<file path="src/rtl/mem_port_arbiter.sv">
// mem_port_arbiter: shares one single-port word memory between the fetch
// requester (port I) and the load/store requester (port D).
//
// Ports:
//   clk, rst                  clock, synchronous active-high reset
//   i_req_valid/ready/addr    fetch request handshake (ready is combinational)
//   i_rsp_valid/data/err      fetch response, one cycle after the grant
//   d_req_valid/ready/addr    load/store request handshake (ready is combinational)
//   d_req_we/wdata            store enable and store data
//   d_rsp_valid/data/err      load/store response, one cycle after the grant
//   mem_addr/we/wdata         memory drive (word index, write strobe, data)
//   mem_rdata                 combinational memory read data for mem_addr
module mem_port_arbiter #(
  parameter int unsigned ADDR_W     = 32,
  parameter int unsigned DATA_W     = 32,
  parameter int unsigned DEPTH      = 16,
  parameter int unsigned MAX_STREAK = 4
) (
  input  logic                     clk,
  input  logic                     rst,
  input  logic                     i_req_valid,
  output logic                     i_req_ready,
  input  logic [ADDR_W-1:0]        i_req_addr,
  output logic                     i_rsp_valid,
  output logic [DATA_W-1:0]        i_rsp_data,
  output logic                     i_rsp_err,
  input  logic                     d_req_valid,
  output logic                     d_req_ready,
  input  logic [ADDR_W-1:0]        d_req_addr,
  input  logic                     d_req_we,
  input  logic [DATA_W-1:0]        d_req_wdata,
  output logic                     d_rsp_valid,
  output logic [DATA_W-1:0]        d_rsp_data,
  output logic                     d_rsp_err,
  output logic [$clog2(DEPTH)-1:0] mem_addr,
  output logic                     mem_we,
  output logic [DATA_W-1:0]        mem_wdata,
  input  logic [DATA_W-1:0]        mem_rdata
);

  localparam int unsigned AW = $clog2(DEPTH);
  localparam int unsigned SW = 4;

  logic          i_err, d_err;
  logic          i_gnt, d_gnt;
  logic [SW-1:0] streak_q, streak_d;

  logic              i_rsp_valid_q, i_rsp_valid_d;
  logic [DATA_W-1:0] i_rsp_data_q,  i_rsp_data_d;
  logic              i_rsp_err_q,   i_rsp_err_d;
  logic              d_rsp_valid_q, d_rsp_valid_d;
  logic [DATA_W-1:0] d_rsp_data_q,  d_rsp_data_d;
  logic              d_rsp_err_q,   d_rsp_err_d;

  // Misaligned or beyond the last word.
  assign i_err = (i_req_addr[1:0] != 2'b00) || ((i_req_addr >> 2) >= ADDR_W'(DEPTH));
  assign d_err = (d_req_addr[1:0] != 2'b00) || ((d_req_addr >> 2) >= ADDR_W'(DEPTH));

  // D has priority unless I has been starved for MAX_STREAK D grants; nothing is granted in reset.
  always_comb begin
    d_gnt = 1'b0;
    i_gnt = 1'b0;
    if (!rst) begin
      if (d_req_valid && !(i_req_valid && (streak_q == SW'(MAX_STREAK)))) begin
        d_gnt = 1'b1;
      end else if (i_req_valid) begin
        i_gnt = 1'b1;
      end
    end
  end

  assign i_req_ready = i_gnt;
  assign d_req_ready = d_gnt;

  // Memory drive follows the winner; idle cycles park the address at 0.
  always_comb begin
    mem_addr  = '0;
    mem_we    = 1'b0;
    mem_wdata = d_req_wdata;
    if (i_gnt) begin
      mem_addr = i_req_addr[2 +: AW];
    end else if (d_gnt) begin
      mem_addr = d_req_addr[2 +: AW];
      mem_we   = d_req_we && !d_err;
    end
  end

  // Next-state: starvation counter and per-port response registers.
  always_comb begin
    streak_d      = streak_q;
    i_rsp_valid_d = i_gnt;
    i_rsp_data_d  = i_rsp_data_q;
    i_rsp_err_d   = i_rsp_err_q;
    d_rsp_valid_d = d_gnt;
    d_rsp_data_d  = d_rsp_data_q;
    d_rsp_err_d   = d_rsp_err_q;

    if (!i_req_valid || i_gnt) begin
      streak_d = '0;
    end else if (d_gnt && (streak_q < SW'(MAX_STREAK))) begin
      streak_d = streak_q + SW'(1);
    end

    if (i_gnt) begin
      i_rsp_err_d  = i_err;
      i_rsp_data_d = i_err ? '0 : mem_rdata;
    end
    if (d_gnt) begin
      d_rsp_err_d  = d_err;
      d_rsp_data_d = (d_err || d_req_we) ? '0 : mem_rdata;
    end
  end

  always_ff @(posedge clk) begin
    if (rst) begin
      streak_q      <= '0;
      i_rsp_valid_q <= 1'b0;
      i_rsp_data_q  <= '0;
      i_rsp_err_q   <= 1'b0;
      d_rsp_valid_q <= 1'b0;
      d_rsp_data_q  <= '0;
      d_rsp_err_q   <= 1'b0;
    end else begin
      streak_q      <= streak_d;
      i_rsp_valid_q <= i_rsp_valid_d;
      i_rsp_data_q  <= i_rsp_data_d;
      i_rsp_err_q   <= i_rsp_err_d;
      d_rsp_valid_q <= d_rsp_valid_d;
      d_rsp_data_q  <= d_rsp_data_d;
      d_rsp_err_q   <= d_rsp_err_d;
    end
  end

  // A response due while reset is asserted is suppressed.
  assign i_rsp_valid = i_rsp_valid_q && !rst;
  assign d_rsp_valid = d_rsp_valid_q && !rst;
  assign i_rsp_data  = i_rsp_data_q;
  assign i_rsp_err   = i_rsp_err_q;
  assign d_rsp_data  = d_rsp_data_q;
  assign d_rsp_err   = d_rsp_err_q;

endmodule

</file>
<file path="config.mk">
export PLATFORM = sky130hd
export DESIGN_NAME = mem_port_arbiter
export DESIGN_NICKNAME = d
export VERILOG_FILES = /design/src/rtl/mem_port_arbiter.sv
export SDC_FILE = /design/constraint.sdc
export NUM_CORES = 1
export LEC_CHECK = 0
export ABC_AREA = 1
export CAP_MARGIN = 20
export CORE_MARGIN = 2
export CORE_UTILIZATION = 36
export CTS_CLUSTER_SIZE = 10
export DETAILED_ROUTE_END_ITERATION = 10
export PLACE_DENSITY_LB_ADDON = 0.05
export SLEW_MARGIN = 30
export SYNTH_ARGS = -nofsm -noshare
export SYNTH_HDL_FRONTEND = slang
export SYNTH_SLANG_ARGS = --single-unit
</file>
<file path="constraint.sdc">
create_clock -name clk -period 1.8 [get_ports clk]
set_clock_uncertainty 0.1 [all_clocks]
set_input_delay 0.18 -clock clk [delete_from_list [all_inputs] [get_ports clk]]
set_output_delay 0.18 -clock clk [all_outputs]
set_load 0.1 [all_outputs]
</file>
==> results.md, run 1 <==
## Run status
- **result of the run** finished with violations
- **violations in the final reports** negative setup slack

## Clock tree
- **Worst-path clk slew** 0.07 ns
- **Inserted Clock Buffers** 9
- **clock root buffer** sky130_fd_sc_hd__clkbuf_8
- **CTS tree** built
- **Max Buffers Root-to-Sink** 2
- **H-tree levels** 3
- **clk sinks** 72
- **clock latency on the worst-skew pair** 0.35 ns
- **post-cts hold buffer count** 0

## Worst setup path
- **type of the worst setup path** reg2out
- **required time of the critical path** 1.52 ns
- **reg2reg start** streak_q[1]
- **kind of start point of the critical path** flip-flop
- **arrival time reported for the critical path endpoint** 1.73 ns
- **critical path launch point** streak_q[1]
- **endpoint type of the worst setup path** primary output
- **Reg2Reg Setup Slack** 0.03 ns
- **Crit Path Max Fanout** 4

## STA
- **final worst-path cycle share** 1.12
- **aggregate negative setup slack** -1.21 ns
- **tightest slew margin relative to the limit** 0.610
- **Fin. Hold Viols** 0
- **total setup violations reported at the end of the flow** 7
- **maximum clock frequency** 497 MHz
- **min setup slack post-route** -0.211 ns
- **Min Clock Period, post-route** 2.01 ns
- **number of max-slew violations in the final report** 0
- **Slew @ Worst Pin** 0.585 ns
- **Hold Worst Slack** 0.156 ns
- **unrepaired setup endpoints after global routing** true

## Logic synthesis
- **post-synthesis instance area** 0.00359 mm²
- **post-synthesis simple-gate area fraction** 0.302
- **number of distinct library cell variants in the gate-level netlist after synthesis** 27
- **mean post-synth cell area** 7.38 µm²
- **Cells after Synth** 486
- **number of enable flip-flop cells after synthesis** 0
- **dominant combinational cell family by area after synthesis** simple AND/OR/NAND/NOR gates
- **Seq/Total Area, Yosys** 0.402
- **mux cell area share after synthesis** 0.00279
- **number of nets in the synthesized netlist** 621
- **number of flip-flops and latches in the synthesized netlist** 72
- **most used flip-flop cell after synthesis** sky130_fd_sc_hd__dfxtp_1
- **most repeated cell in the gate-level netlist after synthesis** sky130_fd_sc_hd__nand2_1
- **post-synth top area cell** sky130_fd_sc_hd__dfxtp_1
- **synthesized-area fraction occupied by ao, oa, aoi and oai cells** 0.130
- **leading cell types by total area after synthesis** sky130_fd_sc_hd__dfxtp_1, sky130_fd_sc_hd__nand2_1, sky130_fd_sc_hd__nor2_1
- **adder-cell share of the synthesized area** 0.00698
- **top cell types by occurrence after synthesis** sky130_fd_sc_hd__nand2_1, sky130_fd_sc_hd__nor2_1, sky130_fd_sc_hd__dfxtp_1, sky130_fd_sc_hd__a21oi_1, sky130_fd_sc_hd__nand3_1
- **fraction of registers with async set or reset after synthesis** 0
- **yosys warns** 0
- **Synth top area share** 0.402
- **xor-xnor portion of the synthesized cell area** 0

## Global route
- **Congestion Overflow GR** 0
- **overall global routing resource usage** 0.201
- **pin count of the biggest net entering global routing** 45
- **via count of the first global-routing pass** 3518
- **global-route wire length before repair** 17500 µm
- **antenna violations before repair** 0

## Detailed routing
- **DRT Wirelength** 11300 µm
- **Initial DRT Pass Iterations** 5
- **Routed WL per cell** 14.5 µm
- **First DRT Iteration DRCs** 105
- **detailed-route vias per instance** 4.65
- **detailed-route DRC error count** 0
- **ANT nets after route** 0
- **routed vias** 3627

## Floorplan
- **total die area** 0.0108 mm²
- **total I/O pin count** 240
- **standard cell core area** 0.00973 mm²
- **width of the chip** 104 µm
- **die height** 104 µm
- **Core Rows** 36
- **starting density of the core** 0.369

## Layout
- **final instance area** 0.00582 mm²
- **area grow syn2layout** 62.3%
- **layout cell share with drive strength beyond 1** 0.297
- **non-filler cells, final** 780
- **Antenna diodes** 0
- **filler instances** 914
- **count of nets after finishing** 777

## Pwr
- **sequential share of power** 0.427
- **Leakage Power** 2.30 nW
- **switching share of total power** 0.245
- **Sw Pwr** 0.918 mW
- **total power divided by cell area** 643 mW/mm²
- **Worst VDD drop** 448 µV
- **Internal** 2.83 mW
- **part of the total power dissipated in combinational logic** 0.172
- **Clk network pwr share** 0.401

## Placement
- **final estimated routing congestion in global placement** 0.802
- **placed instance count** 749
- **Placed Instance Area** 0.00529 mm²
- **Port Buffers** 175
- **sum of net half-perimeters after detailed placement** 7710 µm
- **post-placement worst setup slack** -0.111 ns

## Worst hold path
- **hold wc startpoint** rst
- **class of the tightest hold or removal check** in2reg

## Run
- **count of max-cap constraint violations** 0

cell families (layout without fill, tap and decap cells):
family                   after synthesis  count (layout)
multiplexers                           1               1
flip-flops                            72              72
adder cells (fa/ha/maj)                2               2
AND/OR/NAND/NOR                      231             231
buffers and inverters                106             267
AO/OA/AOI/OAI                         74              74
area by class of cell:
| type | count | area (µm²) | area share |
|---|---|---|---|
| well taps | 133 | 166 | 0.0286 |
| flip-flops and latches | 72 | 1440 | 0.248 |
| clock inverters | 4 | 75.1 | 0.0129 |
| multi-input cells | 308 | 1680 | 0.289 |
| repair buffers | 208 | 2110 | 0.362 |
| clock buffers | 12 | 165 | 0.0284 |
| inverters | 42 | 170 | 0.0292 |
| repair inverters | 1 | 8.76 | 0.00150 |
critical path, stage by stage (launching register included):
cell and delay [ns]:
sky130_fd_sc_hd__dfxtp_2 0.33, sky130_fd_sc_hd__inv_2 0.07, sky130_fd_sc_hd__ha_4 0.13, sky130_fd_sc_hd__nand2_2 0.05, sky130_fd_sc_hd__inv_2 0.05, sky130_fd_sc_hd__nand2_2 0.06
sky130_fd_sc_hd__nand2_4 0.09, sky130_fd_sc_hd__nor2_4 0.06, sky130_fd_sc_hd__buf_12 0.13, sky130_fd_sc_hd__a22o_4 0.25, sky130_fd_sc_hd__buf_12 0.16
layout by cell type, fill, tap and decap left out, types with 3 or more instances in the layout:
cell / n
sky130_fd_sc_hd__dfxtp_1: 70
sky130_fd_sc_hd__nand3_1: 43
sky130_fd_sc_hd__clkbuf_16: 3
sky130_fd_sc_hd__clkbuf_8: 12
sky130_fd_sc_hd__buf_12: 17
sky130_fd_sc_hd__nor2_1: 72
sky130_fd_sc_hd__inv_2: 3
sky130_fd_sc_hd__a21oi_1: 44
sky130_fd_sc_hd__inv_1: 38
sky130_fd_sc_hd__a21oi_2: 23
sky130_fd_sc_hd__nand2_2: 3
sky130_fd_sc_hd__clkdlybuf4s50_1: 99
sky130_fd_sc_hd__nand3_2: 22
sky130_fd_sc_hd__nand2_1: 82
sky130_fd_sc_hd__buf_4: 84
sky130_fd_sc_hd__a22o_4: 4
sequential cells by signal, indices dropped and copies added, names as in the netlist:
register	cells
d_rsp_err	1
i_rsp_data	32
streak_q	4
d_rsp_data	32
i_rsp_valid_q	1
d_rsp_valid_q	1
i_rsp_err	1
metrics by stage:
step | util | power [mW]
6_report | 0.598 | 3.74
5_1_grt | 0.598 | 3.89
4_1_cts | 0.578 | 3.74
3_5_place_dp | 0.544 | 2.22
3_3_place_gp | 0.544 | 2.22
2_1_floorplan | - | 2.23
worst paths after layout:
check / endpoint / depth (start not counted)
max: mem_addr[0] / 10
min: d_rsp_err / 4
max reg2reg: i_rsp_data[11] / 10
min reg2reg: d_rsp_data[18] / 2
routing by layer:
metal / share of wire / GRT usage / vias to the layer above / routed length (µm)
li1: - / - / 1826 / -
met1: 0.42 / 0.237 / 1648 / 4780
met2: 0.48 / 0.331 / 134 / 5460
met3: 0.074 / 0.0736 / 19 / 840
met4: 0.020 / 0.0801 / 0 / 223
met5: 0 / 0 / - / 0
what timing repair did:
item / in CTS / in global routing
setup endpoints to repair: 13 / 47
pin swaps: 5 / 5
gates resized for setup: 11 / 20
cloned: 0 / 5
buffers inserted: 6 / 7
power by group through the flow:
stage,Sequential [mW],Clock (mW),Combinational (mW)
detailed placement,1.64,0,0.586
finish,1.60,1.50,0.643
global route,1.60,1.61,0.682
floorplan,1.66,0,0.566
CTS,1.60,1.54,0.605
global placement,1.64,0,0.584
No activity file was read; power rests on OpenSTA's default activity.
==> run 2: changes to the inputs <==
PLACE_DENSITY = 0.79   (was unset)
PLACE_DENSITY_LB_ADDON = unset   (was 0.05)
REMOVE_ABC_BUFFERS = 1   (was unset)
==> results.md, run 2 (synthesis gave the netlist of run 1 again) <==
## Run status
- **result of the run** finished with violations, unchanged
- **violations in the final reports** negative setup slack, unchanged

## Floorplan
- **total die area** 0.0108 mm², unchanged
- **standard cell core area** 0.00973 mm², unchanged
- **die height** 104 µm, unchanged
- **starting density of the core** 0.369, unchanged
- **width of the chip** 104 µm, unchanged
- **total I/O pin count** 240, unchanged
- **Core Rows** 36, unchanged

## Worst setup path
- **delay of the slowest cell on the worst path** 0.35 ns, was 0.33 ns
- **type of the worst setup path** reg2out, unchanged
- **reg2reg start** streak_q[1], unchanged
- **Reg2Reg Setup Slack** -0.14 ns, was 0.03 ns
- **Worst path slowest cell** sky130_fd_sc_hd__dfxtp_2, unchanged
- **endpoint type of the worst setup path** primary output, unchanged
- **cell-by-cell trace of the critical path** inv_2 -> ha_4 -> nand2_2 -> inv_2 -> nand2_2 -> nand2_4 -> buf_6 -> nand3_4 -> inv_8 -> a22o_1 -> buf_12, was inv_2 -> ha_4 -> nand2_2 -> inv_2 -> nand2_2 -> nand2_4 -> nor2_4 -> buf_12 -> a22o_4 -> buf_12
- **arrival time reported for the critical path endpoint** 1.81 ns, was 1.73 ns
- **worst-case reg-to-reg path depth** 12, was 10
- **Crit Path Max Fanout** 7, was 4
- **required time of the critical path** 1.52 ns, about the same
- **RR Endpoint** streak_q[1], was i_rsp_data[11]
- **kind of start point of the critical path** flip-flop, unchanged

## STA
- **total setup violations reported at the end of the flow** 20, was 7
- **tightest slew margin relative to the limit** 0.730, was 0.610
- **final worst-path cycle share** 1.16, was 1.12
- **Slew @ Worst Pin** 0.405 ns, was 0.585 ns
- **Min Clock Period, post-route** 2.09 ns, was 2.01 ns
- **maximum clock frequency** 479 MHz, was 497 MHz
- **unrepaired setup endpoints after global routing** true, unchanged
- **min setup slack post-route** -0.286 ns, was -0.211 ns
- **number of max-slew violations in the final report** 0, unchanged
- **aggregate negative setup slack** -2.13 ns, was -1.21 ns
- **Fin. Hold Viols** 0, unchanged

## Clock tree
- **Max Buffers Root-to-Sink** 2, unchanged
- **clock latency on the worst-skew pair** 0.35 ns, about the same
- **clock root buffer** sky130_fd_sc_hd__clkbuf_8, unchanged
- **post-cts hold buffer count** 0, unchanged
- **Worst-path clk slew** 0.08 ns, was 0.07 ns
- **clk sinks** 72, unchanged
- **CTS tree** built, unchanged
- **H-tree levels** 3, unchanged
- **Inserted Clock Buffers** 9, unchanged

## Global route
- **via count of the first global-routing pass** 3739, was 3518
- **overall global routing resource usage** 0.227, was 0.201
- **antenna violations before repair** 0, unchanged
- **global-route wire length before repair** 19400 µm, was 17500 µm
- **pin count of the biggest net entering global routing** 69, was 45
- **Congestion Overflow GR** 0, unchanged

## Run
- **count of max-cap constraint violations** 0, unchanged

## Detailed routing
- **ANT nets after route** 0, unchanged
- **Initial DRT Pass Iterations** 4, was 5
- **Routed WL per cell** 16.4 µm, was 14.5 µm
- **routed vias** 3861, was 3627
- **DRT Wirelength** 13000 µm, was 11300 µm
- **detailed-route vias per instance** 4.88, was 4.65
- **First DRT Iteration DRCs** 132, was 105
- **detailed-route DRC error count** 0, unchanged

## Placement
- **Port Buffers** 175, unchanged
- **post-placement worst setup slack** -0.137 ns, was -0.111 ns
- **sum of net half-perimeters after detailed placement** 9040 µm, was 7710 µm
- **final estimated routing congestion in global placement** 0.781, was 0.802

## Pwr
- **total power divided by cell area** 615 mW/mm², was 643 mW/mm²
- **Leakage Power** 2.35 nW, was 2.30 nW
- **Worst VDD drop** 374 µV, was 448 µV

## Layout
- **area grow syn2layout** 68.1%, was 62.3%
- **layout cell share with drive strength beyond 1** 0.334, was 0.297
- **Antenna diodes** 0, unchanged
- **top library cells by usage in the layout, fill and taps aside** sky130_fd_sc_hd__clkdlybuf4s50_1, sky130_fd_sc_hd__buf_4, sky130_fd_sc_hd__nand2_1, sky130_fd_sc_hd__nor2_1, sky130_fd_sc_hd__dfxtp_1, unchanged
- **most common cell after layout, fill and taps aside** sky130_fd_sc_hd__clkdlybuf4s50_1, unchanged
- **count of nets after finishing** 789, was 777

## Worst hold path
- **Cells on Worst Hold Path** 4, unchanged
- **class of the tightest hold or removal check** in2reg, unchanged
- **Worst Hold End** d_rsp_err, unchanged
- **hold wc startpoint** rst, unchanged

run 2: changes by cell type in the layout (fill, tap and decap cells not counted), moves of 2 or more:
| cell | delta |
|---|---|
| sky130_fd_sc_hd__nand3_1 | -8 |
| sky130_fd_sc_hd__buf_4 | +8 |
| sky130_fd_sc_hd__buf_12 | +3 |
| sky130_fd_sc_hd__a21oi_1 | -10 |
| sky130_fd_sc_hd__clkbuf_8 | -3 |
| sky130_fd_sc_hd__nand3_2 | +2 |
| sky130_fd_sc_hd__buf_6 | +2 |
| sky130_fd_sc_hd__nand3_4 | +6 |
| sky130_fd_sc_hd__a21oi_2 | +10 |
run 2: stage by stage:
| step | cell area (µm²) | util | std cells | hold WS (ns) | power, mW |
|---|---|---|---|---|---|
| floorplan | 3180 | - | 422 | 0.142 | 1.83 |
| global placement | 5250 | 0.539 | 748 | 0.261 | 2.20 |
| detailed placement | 5250 | 0.539 | 748 | 0.261 | 2.22 |
| CTS | 5760 | 0.592 | 785 | 0.179 | 3.70 |
| global route | 6030 | 0.620 | 792 | 0.237 | 3.85 |
| finish | 6030 | 0.620 | 792 | 0.203 | 3.71 |
run 2: what timing repair did:
item                       CTS  global route
hold endpoints to repair     0             0
buffers inserted            24             5
gates resized for setup     25            41
cloned                       1             4
pin swaps                    6            16
setup endpoints to repair   10            73
run 2: how the worst max path moves through the flow:
stage          cells past startpoint  slack, ns        endpoint        start
2_1_floorplan                      8      -1.96          mem_we  streak_q[0]
3_3_place_gp                       8      -0.09          mem_we  i_req_valid
3_5_place_dp                      10      -0.14  i_rsp_data[31]  i_req_valid
4_1_cts                           11      -0.32     mem_addr[3]  streak_q[0]
5_1_grt                           11      -0.36     mem_addr[1]  streak_q[1]
6_report                          11      -0.29     mem_addr[1]  streak_q[1]
run 2: per-layer routing:
layer | share of wire | vias up | wire, µm | global-route usage
met4 | 0.012 | 2 | 152 | 0.0685
met1 | 0.41 | 1794 | 5370 | 0.267
met3 | 0.11 | 17 | 1490 | 0.123
met2 | 0.46 | 197 | 5900 | 0.352
li1 | - | 1851 | - | -
met5 | 0.0037 | - | 48 | 0.0476
run 2: final cells by class:
cell class | count | area [µm²]
clock inverters | 6 | 92.6
well taps | 133 | 166
flip-flops and latches | 72 | 1440
repair buffers | 221 | 2240
inverters | 42 | 165
clock buffers | 10 | 128
fillers | 835 | 3700
multi-input cells | 308 | 1800
run 2: critical path, delay by kind of cell (launching register included):
family,cells,cell delay [ns]
fa+ha+maj,1,0.15
buf+inv,5,0.43
flops,1,0.35
simple gates,4,0.27
compound gates,1,0.23
run 2: power by group:
group	leakage [nW]	switching (mW)	total [mW]	internal [mW]
clock network	0.103	0.641	1.43	0.788
logic	1.66	0.327	0.677	0.350
registers	0.582	0.00327	1.60	1.60
